`config.mk`:
```
export PLATFORM = sky130hd
export DESIGN_NAME = memory_arbiter
export DESIGN_NICKNAME = d
export VERILOG_FILES = /design/src/rtl/cpu_types_pkg.sv /design/src/rtl/memory_arbiter.sv
export SDC_FILE = /design/constraint.sdc
export NUM_CORES = 1
export LEC_CHECK = 0
export CORE_UTILIZATION = 34
export CTS_CLUSTER_SIZE = 25
export DETAILED_ROUTE_END_ITERATION = 8
export PLACE_DENSITY = 0.81
export SLEW_MARGIN = 0
export SYNTH_ARGS = -nofsm -noshare
export SYNTH_HDL_FRONTEND = slang
export SYNTH_SLANG_ARGS = --single-unit
```
`constraint.sdc`:
```
create_clock -name CLK -period 1.45 [get_ports CLK]
set_input_delay 0.2175 -clock CLK [delete_from_list [all_inputs] [get_ports CLK]]
set_output_delay 0.2175 -clock CLK [all_outputs]
set_load 0.05 [all_outputs]
```
`src/rtl/cpu_types_pkg.sv`:
```
// Shared CPU/memory types: word width, RAM handshake states and arbiter FSM states.
package cpu_types_pkg;

  typedef logic [31:0] word_t;

  typedef enum logic [1:0] {
    FREE   = 2'd0,
    BUSY   = 2'd1,
    ACCESS = 2'd2,
    ERROR  = 2'd3
  } ramstate_t;

  typedef enum logic [1:0] {
    IDLE   = 2'd0,
    IGRANT = 2'd1,
    DGRANT = 2'd2
  } arb_state_t;

endpackage

```
`src/rtl/memory_arbiter.sv`:
```
// Arbitrates instruction fetch and data requests onto a single-ported RAM,
// with data-first priority, alternation under contention, timeout and abort.
//
// state  | meaning
// IDLE   | no transaction; picks the next requester and latches its address/data/op
// IGRANT | instruction read owns the RAM until ACCESS, ERROR, timeout or withdrawal
// DGRANT | data read/write owns the RAM until ACCESS, ERROR, timeout or withdrawal
module memory_arbiter
  import cpu_types_pkg::*;
#(
  parameter int    TIMEOUT  = 64,
  parameter word_t ERR_WORD = 32'hBAD1BAD1
) (
  input  logic       CLK,
  input  logic       RST,
  input  logic       iREN,
  input  word_t      iaddr,
  output logic       iwait,
  output word_t      iload,
  input  logic       dREN,
  input  logic       dWEN,
  input  word_t      daddr,
  input  word_t      dstore,
  output logic       dwait,
  output word_t      dload,
  output logic       ramREN,
  output logic       ramWEN,
  output word_t      ramaddr,
  output word_t      ramstore,
  input  word_t      ramload,
  input  ramstate_t  ramstate,
  output logic       err
);

  localparam int CNT_W = $clog2(TIMEOUT + 1);

  arb_state_t       state_q, state_d;
  word_t            addr_q, addr_d;
  word_t            wdata_q, wdata_d;
  logic             we_q, we_d;
  logic [CNT_W-1:0] cnt_q, cnt_d;
  logic             last_was_d_q, last_was_d_d;
  logic             err_q, err_d;

  logic  d_req;
  logic  done_ok;
  logic  done_err;
  logic  done;
  word_t rdata;

  assign d_req    = dREN | dWEN;
  assign done_ok  = (ramstate == ACCESS);
  assign done_err = (ramstate == ERROR) || (!done_ok && cnt_q == CNT_W'(TIMEOUT - 1));
  assign done     = done_ok | done_err;
  assign rdata    = done_ok ? ramload : ERR_WORD;
  assign err      = err_q;

  always_comb begin
    state_d      = state_q;
    addr_d       = addr_q;
    wdata_d      = wdata_q;
    we_d         = we_q;
    cnt_d        = cnt_q;
    last_was_d_d = last_was_d_q;
    err_d        = err_q;
    ramREN       = 1'b0;
    ramWEN       = 1'b0;
    ramaddr      = '0;
    ramstore     = '0;
    iwait        = 1'b1;
    dwait        = 1'b1;
    iload        = '0;
    dload        = '0;

    unique case (state_q)
      IDLE: begin
        // Under contention the data side wins unless it won last time.
        if (d_req && (!iREN || !last_was_d_q)) begin
          state_d = DGRANT;
          addr_d  = daddr;
          wdata_d = dstore;
          we_d    = dWEN;
          cnt_d   = '0;
        end else if (iREN) begin
          state_d = IGRANT;
          addr_d  = iaddr;
          wdata_d = '0;
          we_d    = 1'b0;
          cnt_d   = '0;
        end
      end

      IGRANT: begin
        ramREN  = 1'b1;
        ramaddr = addr_q;
        cnt_d   = cnt_q + CNT_W'(1);
        if (done) begin
          iwait        = 1'b0;
          iload        = rdata;
          state_d      = IDLE;
          last_was_d_d = 1'b0;
          if (done_err) err_d = 1'b1;
        end else if (!iREN) begin
          state_d = IDLE;
        end
      end

      DGRANT: begin
        ramREN   = !we_q;
        ramWEN   = we_q;
        ramaddr  = addr_q;
        ramstore = wdata_q;
        cnt_d    = cnt_q + CNT_W'(1);
        if (done) begin
          dwait        = 1'b0;
          dload        = rdata;
          state_d      = IDLE;
          last_was_d_d = 1'b1;
          if (done_err) err_d = 1'b1;
        end else if (!d_req) begin
          state_d = IDLE;
        end
      end

      default: state_d = IDLE;
    endcase
  end

  always_ff @(posedge CLK) begin
    if (RST) begin
      state_q      <= IDLE;
      addr_q       <= '0;
      wdata_q      <= '0;
      we_q         <= 1'b0;
      cnt_q        <= '0;
      last_was_d_q <= 1'b0;
      err_q        <= 1'b0;
    end else begin
      state_q      <= state_d;
      addr_q       <= addr_d;
      wdata_q      <= wdata_d;
      we_q         <= we_d;
      cnt_q        <= cnt_d;
      last_was_d_q <= last_was_d_d;
      err_q        <= err_d;
    end
  end

endmodule

```
==> results of run 1 <==
where the power goes:
| group | switching (uW) | internal [uW] | total [uW] |
|---|---|---|---|
| combinational | 2710 | 2890 | 5600 |
| clock | 1010 | 1350 | 2360 |
| sequential | 211 | 2350 | 2560 |
final timing paths:
check	start	to	slack, ns	cells past startpoint
max	cnt_q[0]$_SDFFE_PP0P_	dload[13]	-0.58	7
min	RST	cnt_q[0]$_SDFFE_PP0P_	0.24	2
min reg2reg	addr_q[14]$_SDFFE_PP0P_	addr_q[14]$_SDFFE_PP0P_	0.50	2
max reg2reg	state_q[1]$_SDFFE_PP0P_	state_q[0]$_SDFFE_PP0P_	-0.50	9
cells by family after synthesis:
| kind of cell | after synthesis | share of synthesized area [%] |
|---|---|---|
| fa+ha+maj | 4 | 1.15 |
| xor+xnor | 4 | 0.803 |
| flops | 76 | 34.9 |
| simple gates | 247 | 30.0 |
| buf+inv | 49 | 7.55 |
| compound gates | 84 | 18.2 |
| mux | 32 | 7.35 |
cell type report:
type                    count  area [um^2]  share of cell area (%)
diodes                      3         7.51                  0.0676
clock buffers              10          229                    2.06
clock inverters             6         70.1                   0.631
inverters                   3         16.3                   0.146
multi-input cells         373         3570                    32.1
flip-flops and latches     76         1530                    13.8
well taps                 172          215                    1.94
repair buffers            369         5470                    49.3
layer usage:
layer	wire (um)	track usage (%)
met5	0	0
met4	1620	23.7
met3	2490	9.65
met2	13000	59.4
met1	9020	33.1
repair_timing:
action	in CTS	in global routing
setup endpoints to repair	206	199
gates cloned	15	9
setup buffers	25	14
pin swaps	36	80
gates resized for setup	135	75
cells in the final DEF (no fill, tap or decap), types with 31 or more instances in the layout:
| cell | count |
|---|---|
| a22oi_2 | 33 |
| buf_4 | 38 |
| and2_4 | 68 |
| clkdlybuf4s50_1 | 128 |
| buf_12 | 157 |
| nor2_4 | 38 |
| nor2_1 | 52 |
| nor2_2 | 37 |
| a211oi_2 | 31 |
| dfxtp_1 | 72 |
sequential cells by signal, summed over array words and instances, names as in the netlist:
signal / count
addr_q: 32
wdata_q: 32
cnt_q: 7
state_q: 2
err: 1
last_was_d_q: 1
we_q: 1
worst register-to-register path, cell delays in order (launching register included):
cell and delay [ns]:
dfxtp_4 0.36, inv_4 0.07, buf_6 0.11, ha_4 0.17
buf_12 0.12, buf_4 0.12, nand2_2 0.06, a221oi_2 0.40
nor2_1 0.13, o31ai_1 0.28
metrics by stage:
stage / power, uW / hold WS (ns)
6_report: 10500 / 0.240
5_1_grt: 10800 / 0.250
4_1_cts: 9790 / 0.223
3_5_place_dp: 6460 / 0.481
3_3_place_gp: 6340 / 0.476
2_1_floorplan: 4760 / 0.366
==> flow_summary.yaml, run 1 <==
sta:
  setup_tns_ns: -58.48
  rsz0062_at_grt: "yes"
  setup_viol: 206
  slew_headroom_pct: 62.3
  post-route-min-period_ns: 2.03
  worst_slew_pin_slew_ns: 0.563
  max_freq_ghz: 0.492
  fin_crit_sh_pct: 140
  finalClockSkew_ns: 0.0146
  setup_slack_ns: -0.581
  slew_viol_final: 0
  final_hold_viol_count: 0
synthesis:
  synth-main-ff-cell: "dfxtp_1"
  synth_common_cells: "nor2_1 (97), dfxtp_1 (76), and2_1 (65)"
  ys_types: 47
  synth_warnings: 0
  yosysTopAreaCellShare_pct: 34.9
  yosysTopAreaCell: "dfxtp_1"
  synth_area_per_cell_um2: 8.79
  synthArstFlopShare_pct: 0
  synth.net_count: 635
  synth_area_mm2: 0.00436
  synth_area_leaders: "dfxtp_1 (35%), and2_1 (9.3%), a22oi_2 (8.6%)"
  ys_ff_latch: 76
  ys_seq_area_share_pct: 34.9
  yosysMostFrequentCell: "nor2_1"
  synth-edff-count: 0
  postSynthCellCount: 496
placed_design:
  dp_slack_ns: -0.527
  portBuffers: 267
  placed_area_mm2: 0.00919
  dp_hpwl_um: 12900
  gp_congestion: 0.787
  dp_cells: 936
worst_setup_path:
  slowest_stage: "dfxtp_2"
  required_ns: 1.23
  crit_path_end_kind: "output pin"
  cp-start-kind: "flip-flop"
  max_stage_delay_ns: 0.34
  critical_path_buf_inv_count: 2
  worst-path-max-fanout: 5
  path_delay_family: "simple AND/OR/NAND/NOR gates"
  cp_cell_sequence: "ha_4 -> and3b_2 -> a21o_4 -> nand2_8 -> clkbuf_16 -> nor2_4 -> buf_12"
  critical_path_class: "reg2out"
  arrival_ns: 1.81
grt:
  grt_pass1_wl_um: 33000
  track_usage_pct: 33.2
  grt_remaining_overflow: 0
  antenna_found_initial: 2
  grt_max_degree: 59
  grt_pass1_vias: 5662
cts:
  cts_tree: "yes"
  clock_sinks: 76
  cts_max_level: 3
  clkLatencyLatePin_ns: 0.34
  clockBufferDepth: 2
  path_clk_slew_ns: 0.07
  cts-hold-fix-buffers: 0
  cts_root_buffer: "clkbuf_16"
  numCtsBuffers: 9
drt:
  num_vias: 5659
  routed_via_density: 5.59
  drc: 0
  firstDrtPassIters: 5
  drtAntennaViolNets: 0
  dr.first_iter.drc_count: 351
  wl_per_cell_um: 25.8
  wirelength_um: 26100
layout:
  drive_gt1_share_pct: 63.3
  syn2layout_area_growth_pct: 155
  final_area_mm2: 0.0111
  fin_cells: 1012
  fin_util_pct: 88.3
  num-nets-final: 971
  fillCellCount: 449
floorplan:
  die_y_um: 115
  die_area_mm2: 0.0133
  start_util_pct: 34.7
  rows: 41
  io_pins: 268
  coreArea_mm2: 0.0126
  die_x_um: 115
flow_run:
  cap_viol_max_count: 0
outcome:
  status: "finished, violations left"
  violations: "setup timing"
power_and_ir_drop:
  leakagePower_uw: 0.00445
  vdd_drop_max_uv: 794
  p_per_area_mw_per_mm2: 947
min_path:
  hold_path_class: "in2reg"
No activity file was read; power rests on OpenSTA's default activity.
==> run 2, diff against run 1 <==
CELL_PAD_IN_SITES_DETAIL_PLACEMENT = 0   (was not set)
CELL_PAD_IN_SITES_GLOBAL_PLACEMENT = 1   (was not set)
CORE_UTILIZATION = 24   (was 34)
PLACE_DENSITY = 0.82   (was 0.81)
==> run 2 against run 1 <==
Effect of this change:
- the flow still finishes with violations (setup timing)
- cell count up 4.2%
- count of clock-buffer cells in the layout up 1
- routed wire length down 27%
- critical path depth unchanged
- clock power up 2%
- via count down 13%
- setup slack better by 0.087 ns
- cell area down 0.44%
- critical endpoint is now iload[6]
==> flow_summary.yaml, run 2 (synthesis gave the netlist of run 1 again) <==
outcome:
  status: "finished, violations left"
  violations: "setup timing"
worst_setup_path:
  r2r-end: "state_q[1]$_SDFFE_PP0P_"
  cp-start-kind: "flip-flop"
  worst-path-max-fanout: 10
  critical_path_class: "reg2out"
  r2r-start: "state_q[1]$_SDFFE_PP0P_"
  r2r_cells: 7
  required_ns: 1.23
  arrival_ns: 1.73
  r2r_setup_slack_ns: -0.33
  crit_path_end_kind: "output pin"
sta:
  worst_slew_pin_slew_ns: 0.434
  timing.hold.ws_ns: 0.131
  post-route-min-period_ns: 1.94
  finalClockSkew_ns: 0.00815
  setup_tns_ns: -48.20
  setup_viol: 138
  max_freq_ghz: 0.514
  fin_crit_sh_pct: 134
  setup_slack_ns: -0.495
  slew_viol_final: 0
  slew_headroom_pct: 71.0
  final_hold_viol_count: 0
  rsz0062_at_grt: "yes"
floorplan:
  rows: 48
  start_util_pct: 24.9
  die_y_um: 137
  die_x_um: 137
  die_area_mm2: 0.0187
  io_pins: 268
  coreArea_mm2: 0.0175
placed_design:
  dp_slack_ns: -0.428
  dp_hpwl_um: 11800
  gp_congestion: 0.762
  portBuffers: 267
grt:
  grt_pass1_vias: 4890
  globalRouteMet3Util_pct: 5.41
  track_usage_pct: 19.2
  top_usage_layer: "met2"
  grt_max_degree: 34
  use_met2_pct: 35.7
  antenna_found_initial: 1
  grt_remaining_overflow: 0
  grt_pass1_wl_um: 26900
  grtUsageMet1_pct: 20.5
layout:
  final_cell_mix: "buf_12 (156), clkdlybuf4s50_1 (128), dfxtp_1 (71)"
  drive_gt1_share_pct: 61.5
  syn2layout_area_growth_pct: 154
  largestRegisters: "addr_q (32), wdata_q (32), cnt_q (7)"
  layout_commonest_cell: "buf_12"
  num-nets-final: 963
  fillCellCount: 1369
drt:
  wirelength_um: 19000
  routed_via_density: 4.66
  dr.first_iter.drc_count: 129
  drtAntennaViolNets: 0
  drc: 0
  firstDrtPassIters: 4
  wl_per_cell_um: 18.0
  num_vias: 4908
cts:
  clkLatencyLatePin_ns: 0.33
  cts-hold-fix-buffers: 0
  cts_root_buffer: "clkbuf_16"
  cts_max_level: 3
  clock_sinks: 76
  numCtsBuffers: 9
  path_clk_slew_ns: 0.06
  cts_tree: "yes"
  clockBufferDepth: 2
power_and_ir_drop:
  p_per_area_mw_per_mm2: 918
  vdd_drop_max_uv: 661
  leakagePower_uw: 0.00443
min_path:
  min_from: "RST"
  hold_path_class: "in2reg"
  holdPathStages: 2
  hold_path_end: "last_was_d_q$_SDFFE_PP0P_"
flow_run:
  cap_viol_max_count: 0
run 2: changes by cell type in the layout (fill, tap and decap cells not counted), moves of 3 or more:
cell       delta
nand2_2       -3
nor2_2        +4
bufbuf_16     +3
buf_6         -4
a22oi_1       +3
nand2_1       +3
a211oi_2      -4
a211oi_1      +4
clkbuf_16     -3
nor2_1        -5
a22oi_2       -3
run 2: layout make-up:
type | instances | area [um^2] | share of cell area (%)
clock buffer | 11 | 243 | 2.20
multi-input combinational | 371 | 3450 | 31.3
sequential | 76 | 1530 | 13.8
timing repair buffer | 363 | 5450 | 49.3
antenna | 1 | 2.50 | 0.0226
tap | 225 | 282 | 2.55
clock inverter | 4 | 73.8 | 0.668
inverter | 3 | 16.3 | 0.147
run 2: power breakdown:
group          switching (uW)  internal [uW]
Sequential                177           2350
Clock                     866           1550
Combinational            2430           2790
Total                    3470           6680
run 2: metal layers:
metal | part of all wire (%) | wire (um)
met4 | 2.2 | 415
met3 | 7.4 | 1400
met1 | 38 | 7170
met5 | 0 | 0
met2 | 53 | 9980
run 2: per-stage QoR:
stage	total power [uW]	cells	utilization, %	area, um^2
final	10200	1054	63.0	11100
after global routing	10600	1054	63.0	11100
after CTS	9850	1045	60.8	10700
after detailed placement	6480	988	52.8	9260
after global placement	6440	988	52.8	9260
after floorplan	4760	496	-	4850
run 2: worst max path at each step:
stage                         endpoint  cells after the start                   from
3_3_place_gp   wdata_q[4]$_SDFFE_PP0P_                      6                   dREN
6_report                      iload[6]                      7  cnt_q[1]$_SDFFE_PP0P_
2_1_floorplan                iload[11]                      6  cnt_q[1]$_SDFFE_PP0P_
5_1_grt                      dload[20]                      7  cnt_q[0]$_SDFFE_PP0P_
4_1_cts                      iload[22]                      7  cnt_q[1]$_SDFFE_PP0P_
3_5_place_dp   wdata_q[3]$_SDFFE_PP0P_                      6                   dREN
run 2: timing repair:
| action | 4_1_cts | 5_1_grt |
|---|---|---|
| pin swaps | 41 | 52 |
| gates cloned | 17 | 7 |
| gates resized for setup | 120 | 65 |
| buffers inserted | 25 | 7 |
| setup endpoints to repair | 206 | 193 |
run 2: worst max-delay path: stages, from the launching register on:
cell,delay (ns)
dfxtp_2,0.33
ha_4,0.15
and3b_1,0.19
a21o_4,0.24
nand2_4,0.09
buf_12,0.18
nor2_4,0.05
buf_12,0.16
